[config.mk]
export PLATFORM = sky130hd
export DESIGN_NAME = wb_port_arbiter
export DESIGN_NICKNAME = d
export VERILOG_FILES = /design/src/rtl/wb_port_arbiter.sv
export SDC_FILE = /design/constraint.sdc
export NUM_CORES = 1
export LEC_CHECK = 0
export ABC_AREA = 1
export CORE_ASPECT_RATIO = 1.25
export CORE_MARGIN = 5
export CORE_UTILIZATION = 45
export CTS_BUF_LIST = sky130_fd_sc_hd__clkbuf_2
export CTS_CLUSTER_DIAMETER = 200
export CTS_CLUSTER_SIZE = 12
export DETAILED_ROUTE_END_ITERATION = 16
export PLACE_DENSITY_LB_ADDON = 0.15
export SLEW_MARGIN = 20
export SYNTH_ARGS = -nofsm -noshare
export SYNTH_HDL_FRONTEND = slang
export SYNTH_SLANG_ARGS = --single-unit
[constraint.sdc]
create_clock -name clk -period 7.5 [get_ports clk]
set_clock_uncertainty 0.2 [all_clocks]
set_input_delay 2.25 -clock clk [delete_from_list [all_inputs] [get_ports clk]]
set_output_delay 2.25 -clock clk [all_outputs]
set_load 0.02 [all_outputs]
[src/rtl/wb_port_arbiter.sv]
`default_nettype none
// ============================================================================
// wb_port_arbiter : shares the RF write port between the W stage and MDU FIFO.
// Optional feature macro: WB_PEND_MASK_EN (adds PendMask output).
// Rev 1.0
// ============================================================================
module wb_port_arbiter #(
   parameter int DEPTH    = 2,
   parameter int MAX_WAIT = 4
) (
   input  logic        clk,
   input  logic        reset_n,
   input  logic        RegWriteW,
   input  logic [4:0]  RdW,
   input  logic [31:0] ResultW,
   input  logic        MduValid,
   input  logic [4:0]  MduRd,
   input  logic [31:0] MduResult,
   output logic        MduReady,
   output logic        RfWE,
   output logic [4:0]  RfA3,
   output logic [31:0] RfWD,
   output logic        StallWB
`ifdef WB_PEND_MASK_EN
   ,
   output logic [31:0] PendMask
`endif
);

   localparam int PTR_W = (DEPTH > 1) ? $clog2(DEPTH) : 1;
   localparam int CNT_W = $clog2(DEPTH + 1);

   typedef enum logic [1:0] {
      ST_IDLE  = 2'd0,
      ST_WAIT  = 2'd1,
      ST_FORCE = 2'd2
   } state_t;

   state_t            state_q, state_d;
   logic [3:0]        age_q, age_d;
   logic [PTR_W-1:0]  rd_ptr_q, rd_ptr_d;
   logic [PTR_W-1:0]  wr_ptr_q, wr_ptr_d;
   logic [CNT_W-1:0]  count_q, count_d;
   logic [4:0]        fifo_rd_q [DEPTH];
   logic [31:0]       fifo_wd_q [DEPTH];

   logic pw, fifo_empty, fifo_full, mdu_xfer, push, pop, bypass;

   always_comb begin
      pw         = RegWriteW & (RdW != 5'd0);
      fifo_empty = (count_q == '0);
      fifo_full  = (count_q == CNT_W'(DEPTH));
      MduReady   = reset_n & ~fifo_full;
      mdu_xfer   = MduValid & MduReady & (MduRd != 5'd0);

      RfWE    = 1'b0;
      RfA3    = 5'd0;
      RfWD    = 32'd0;
      StallWB = 1'b0;
      pop     = 1'b0;
      bypass  = 1'b0;
      age_d   = age_q;

      if (reset_n) begin
         if (state_q == ST_FORCE) begin
            RfWE    = 1'b1;
            RfA3    = fifo_rd_q[rd_ptr_q];
            RfWD    = fifo_wd_q[rd_ptr_q];
            StallWB = pw;
            pop     = 1'b1;
         end else if (pw) begin
            RfWE = 1'b1;
            RfA3 = RdW;
            RfWD = ResultW;
            if (!fifo_empty) age_d = age_q + 4'd1;
         end else if (!fifo_empty) begin
            RfWE = 1'b1;
            RfA3 = fifo_rd_q[rd_ptr_q];
            RfWD = fifo_wd_q[rd_ptr_q];
            pop  = 1'b1;
         end else if (mdu_xfer) begin
            // Empty FIFO and idle port: write the MDU result straight through
            RfWE   = 1'b1;
            RfA3   = MduRd;
            RfWD   = MduResult;
            bypass = 1'b1;
         end
      end

      if (pop) age_d = 4'd0;
      push = mdu_xfer & ~bypass;

      rd_ptr_d = pop  ? rd_ptr_q + PTR_W'(1) : rd_ptr_q;
      wr_ptr_d = push ? wr_ptr_q + PTR_W'(1) : wr_ptr_q;
      count_d  = count_q + CNT_W'(push) - CNT_W'(pop);

      if (count_d == '0)                 state_d = ST_IDLE;
      else if (age_d == 4'(MAX_WAIT))    state_d = ST_FORCE;
      else                               state_d = ST_WAIT;
   end

   always_ff @(posedge clk) begin
      if (!reset_n) begin
         state_q  <= ST_IDLE;
         age_q    <= 4'd0;
         rd_ptr_q <= '0;
         wr_ptr_q <= '0;
         count_q  <= '0;
      end else begin
         state_q  <= state_d;
         age_q    <= age_d;
         rd_ptr_q <= rd_ptr_d;
         wr_ptr_q <= wr_ptr_d;
         count_q  <= count_d;
      end
   end

   // Entry storage needs no reset; occupancy is tracked by the pointers
   always_ff @(posedge clk) begin
      if (push) begin
         fifo_rd_q[wr_ptr_q] <= MduRd;
         fifo_wd_q[wr_ptr_q] <= MduResult;
      end
   end

`ifdef WB_PEND_MASK_EN
   logic [31:0]      pend_d, pend_q;
   logic [PTR_W-1:0] offs;
   logic [4:0]       ent_rd;

   // Rebuilt from next-cycle occupancy so duplicate rds are never cleared early
   always_comb begin
      pend_d = 32'd0;
      offs   = '0;
      ent_rd = 5'd0;
      for (int i = 0; i < DEPTH; i++) begin
         offs   = PTR_W'(i) - rd_ptr_d;
         ent_rd = (push && (PTR_W'(i) == wr_ptr_q)) ? MduRd : fifo_rd_q[i];
         if (CNT_W'(offs) < count_d) pend_d[ent_rd] = 1'b1;
      end
   end

   always_ff @(posedge clk) begin
      if (!reset_n) pend_q <= 32'd0;
      else          pend_q <= pend_d;
   end

   assign PendMask = pend_q;
`endif

endmodule
`default_nettype wire

Yosys cells after proc, flatten, opt, wreduce, memory -nomap -nowiden
Memory sizes are Yosys's and may differ from the RTL's. A register that Yosys moved wholly into a read port is not among the register bits.
Index checks and enable logic that the tools add are counted.
{"block": "totals", "input_bits": 78, "memories": 2, "output_inout_bits": 40, "ramBits": 74, "ff_bits": 10, "wordCells": 65}
{"block": "classes", "n_eq_ne": 3, "muxes": 37, "bitwise": 8, "n_addsub": 5, "n_reduce_logical": 5}
{"memory": "fifo_wd_q", "depth": 2, "word_bits": 32, "rd": 1, "rd_ports_with_merged_regs": 1, "write_ports": 1, "line_no": "45", "source": "logic [31:0] fifo_wd_q [DEPTH];"}
{"memory": "fifo_rd_q", "depth": 2, "word_bits": 5, "rd": 1, "rd_ports_with_merged_regs": 1, "write_ports": 1, "line_no": "44", "source": "logic [4:0] fifo_rd_q [DEPTH];"}
{"op": "two-way mux 32 bit", "n": 5}
{"op": "two-way mux 5 bit", "n": 5}
{"op": "two-way mux 1 bit", "n": 21}
{"op": "two-way mux 4 bit", "n": 5}
{"op": "nonzero test 5 bit", "n": 2}
{"op": "AND 1 bit", "n": 5}
{"op": "adder 4 x 1 -> 4 bit, second input constant", "n": 1}
{"op": "equality test 2 bit, second input constant", "n": 2}
{"op": "equality test 4 x 3 -> 1 bit, second input constant", "n": 1}
{"op": "zero test 2 bit", "n": 2}
{"op": "inverter 1 bit", "n": 3}
{"op": "adder 1 bit, second input constant", "n": 2}
{"op": "adder 2 x 1 -> 2 bit", "n": 1}
{"op": "two-way mux 2 bit", "n": 1}
{"op": "OR reduction 2 bit", "n": 1}
{"op": "subtractor 2 x 1 -> 2 bit", "n": 1}

Longest topological paths before layout
{"block": "logic_depth", "depth_word": 16, "ltp_mapped": 14, "ltp_nobuf": 14}

Least setup slack after synthesis
OpenSTA, ideal clock, no wires.
{"block": "synth_timing", "path_kind": "input to output", "start": "input reset_n", "end": "output RfWD[10]", "path_slack_ps": 1672, "t_required_ps": 5050, "cell_stages": 8, "t_arrival_ps": 3378, "n_path_buf": 2, "cell_sequence": "buf_6 > inv_6 > a21oi_4 > nand3_4 > clkinv_4 > nand3_4 > buf_6 > o221ai_2"}
{"block": "synth_between", "elab_chain_cells": 8}
{"item": "start: declaration", "line_no": "12", "source": "input logic reset_n,"}
{"item": "AND 1 bit", "line_no": "53", "source": "MduReady = reset_n & ~fifo_full;"}
{"item": "net MduReady", "line_no": "19", "source": "output logic MduReady,"}
{"item": "AND 1 bit (2 in series)", "line_no": "54", "source": "mdu_xfer = MduValid & MduReady & (MduRd != 5'd0);"}
{"item": "two-way mux 32 bit", "line_no": "81", "source": "end else if (mdu_xfer) begin"}
{"item": "two-way mux 32 bit", "line_no": "76", "source": "end else if (!fifo_empty) begin"}
{"item": "two-way mux 32 bit", "line_no": "71", "source": "end else if (pw) begin"}
{"item": "two-way mux 32 bit", "line_no": "65", "source": "if (state_q == ST_FORCE) begin"}
{"item": "two-way mux 32 bit", "line_no": "64", "source": "if (reset_n) begin"}
{"item": "end: declaration", "line_no": "22", "source": "output logic [31:0] RfWD,"}
The timed path passes the listed nets, and every way through them passes these cells.

Worst setup path after layout
{"block": "layout_timing", "start": "input RdW[0]", "end": "output RfWD[31]"}
{"block": "layout_between", "elab_chain_cells": 5}
{"item": "start: declaration", "line_no": "14", "source": "input logic [4:0] RdW,"}
{"item": "nonzero test 5 bit", "line_no": "50", "source": "pw = RegWriteW & (RdW != 5'd0);"}
{"item": "AND 1 bit", "line_no": "50"}
{"item": "two-way mux 32 bit", "line_no": "71"}
{"item": "two-way mux 32 bit", "line_no": "65"}
{"item": "two-way mux 32 bit", "line_no": "64"}
No other way between the ends.

==> impl_metrics.tcl <==
set metrics [dict create \
    initialDrtViolationCount 81 \
    final_nets 547 \
    grt_use_total 0.161 \
    antenna_found_initial 0 \
    syn_nets 425 \
    synth_cells 344 \
    htree_levels 3 \
    yosysWarnings 0 \
    fin_crit_sh 0.915 \
    hp-start "rd_ptr_q$_SDFFE_PN0P_" \
    grt_pass1_vias 3120 \
    worst_pin_slew_ps 658 \
    drc 0 \
    clock_latency_ps 480 \
    ys_ff_latch 85 \
    crit_chain "clkdlybuf4s50_1 > nor2_1 > nand3_2 > a21oi_4 > nand3_4 > buf_4 > o221ai_1 > clkdlybuf4s50_1" \
    cts_tree "built" \
    clockBufferDepth 2 \
    arrival_ps 4420 \
    num_antenna_cells 0 \
    cp_common_cell "clkdlybuf4s50_1" \
    area_delta_synth_final_pct 33.6 \
    clkSinkCount 85 \
    root_buffer "clkbuf_2" \
    rows 39 \
    tns_ps 0 \
    fin_util 0.617 \
    die_w_um 96.8 \
    final_hold_viol_count 0 \
    die_h_um 119 \
    layout_commonest_cell "clkdlybuf4s50_1" \
    vias_per_cell 4.95 \
    ir_worst_vdd_v 0.000125 \
    wl_per_cell_um 15.3 \
    relSlewSlack 0.562 \
    layout-drive-gt1-share 0.163 \
    path_class "input port to primary output" \
    overflow 0 \
    fillers 803 \
    cp_slowest_stage_delay_ps 650 \
    fmax_mhz 146 \
    layout_min_cycle_time_ps 6870 \
    syn_area_per_cell_um2 12.3 \
    critPathMaxFanout 18 \
    firstDrtPassIters 6 \
    core_um2 9170 \
    cp.required_ps 5050 \
    cts_made_buffers 9 \
    slew_viol_final 0 \
    pwr_density_cell_nw_per_um2 184 \
    grt_max_degree 45 \
    regToRegStartpoint "count_q[1]$_SDFF_PN0_" \
    start_util 0.462 \
    rsz0062_at_grt "no" \
    status "finished clean" \
    gp_congestion 0.752 \
    synth_cell_types 29 \
    crit_path_end_kind "primary output" \
    hpwl_um 6610 \
    crit_slowest_cell "clkdlybuf4s50_1" \
    p_leak_uw 0.00206 \
    io_pins 118 \
    worstSetupStartpointType "input port" \
    hold_class "flip-flop to flip-flop" \
    wirelength_um 9060 \
    hold_buffers 0 \
    num_vias 2943 \
    antenna_left 0 \
    dieArea_um2 11500 \
    final_cell_mix "clkdlybuf4s50_1, edfxtp_1, nand2_1, inv_1" \
    path_clk_slew_ps 220 \
    post_cts_buffers 0 \
    grt_pass1_wl_um 14800 \
    finalSetupViolCount 0 \
    drv_cap 0 \
    seq_area_frac_synth 0.576 \
    crit_start "RdW[0]" \
    synth_area_um2 4240 \
    critical_path_buf_inv_count 3 \
    port_buffers 117 \
    cts-resized-gates 0 \
    cp_top_family "buffers and inverters" \
]
==> through the flow <==
step,hold WS (ps),worst slack [ps],std cells,total power [uW],instance area (um2)
after floorplan,272,1670,344,714,4240
after global placement,290,721,577,826,5530
after detailed placement,300,639,577,831,5530
after CTS,352,628,593,1060,5640
after global routing,395,563,594,1100,5660
final,340,634,594,1040,5660
==> kinds of logic (layout without fill, tap and decap cells) <==
kind of cell             Yosys count  after routing  synth area share
AND/OR/NAND/NOR                  101            101             0.120
flip-flops                        85             85             0.576
buffers and inverters             73            200            0.0788
AO/OA/AOI/OAI                     50             50             0.141
multiplexers                      30             30            0.0708
adder cells (fa/ha/maj)            3              3           0.00886
XOR/XNOR                           2              2           0.00413
==> cells in the mapped netlist <==
library cell / number / share of area
nand2_4: 1 / 0.0027
edfxtp_1: 74 / 0.52
nand3_2: 2 / 0.0047
ha_1: 3 / 0.0089
a21oi_1: 3 / 0.0035
a21oi_4: 2 / 0.0077
nand2_2: 3 / 0.0044
clkbuf_1: 1 / 0.00088
inv_1: 55 / 0.049
nand2_1: 60 / 0.053
nand3b_4: 1 / 0.0047
o221ai_2: 30 / 0.11
nand4_1: 2 / 0.0030
o221ai_1: 7 / 0.014
nor3_2: 2 / 0.0047
nor3_1: 3 / 0.0035
nor2_4: 1 / 0.0027
inv_6: 1 / 0.0021
dfxtp_1: 11 / 0.052
nand3_1: 6 / 0.0071
o21ai_0: 8 / 0.0094
buf_2: 10 / 0.012
nor2_2: 3 / 0.0044
buf_6: 5 / 0.013
mux2i_1: 30 / 0.071
nand3_4: 3 / 0.012
clkinv_4: 1 / 0.0021
nor2_1: 14 / 0.012
xor2_1: 2 / 0.0041
==> layout make-up <==
type | count | area (um2) | share of cell area
clock buffers | 10 | 50.0 | 0.00884
well taps | 123 | 154 | 0.0272
clock inverters | 6 | 62.6 | 0.0110
multi-input cells | 186 | 1470 | 0.260
inverters | 57 | 224 | 0.0395
repair buffers | 127 | 1260 | 0.222
flip-flops and latches | 85 | 2440 | 0.432
==> path summary, 6_finish.rpt <==
check                                to  slack (ps)  cells past startpoint
setup reg to reg  state_q[1]$_SDFF_PP0_        4860                     13
hold reg to reg   rd_ptr_q$_SDFFE_PN0P_         340                      2
hold / removal    rd_ptr_q$_SDFFE_PN0P_         340                      2
setup / recovery               RfWD[31]         630                      8
==> registers in the layout, summed over array words and instances (netlist names), named ones only <==
signal and cells:
rd_ptr_q 1, fifo_rd_q 10, age_q 4, wr_ptr_q 1
state_q 2, count_q 2, fifo_wd_q 64
==> per-layer routing <==
metal | global-route usage | up-vias | routed length [um]
li1 | - | 1468 | -
met1 | 0.185 | 1399 | 3800
met2 | 0.290 | 71 | 4760
met3 | 0.0471 | 5 | 439
met4 | 0.0430 | 0 | 62
met5 | 0 | - | 0
==> worst reg2reg max path, stage by stage, from the launching register on <==
cell     delay (ps)
dfxtp_1         410
nor2_2          200
nand2_2         120
nand3_4         100
buf_4           320
inv_1            80
ha_1            270
inv_1            60
ha_1            150
xor2_1          190
o21ai_0         100
a21oi_1         160
nor2_1           90
nor3_2          140
==> power by group <==
group	switching (uW)	leakage, uW	internal (uW)
sequential	8.36	0.000766	541
clock	146	0.0000660	77.8
combinational	141	0.00122	128
Note: power is estimated with default switching activity, not from simulation.
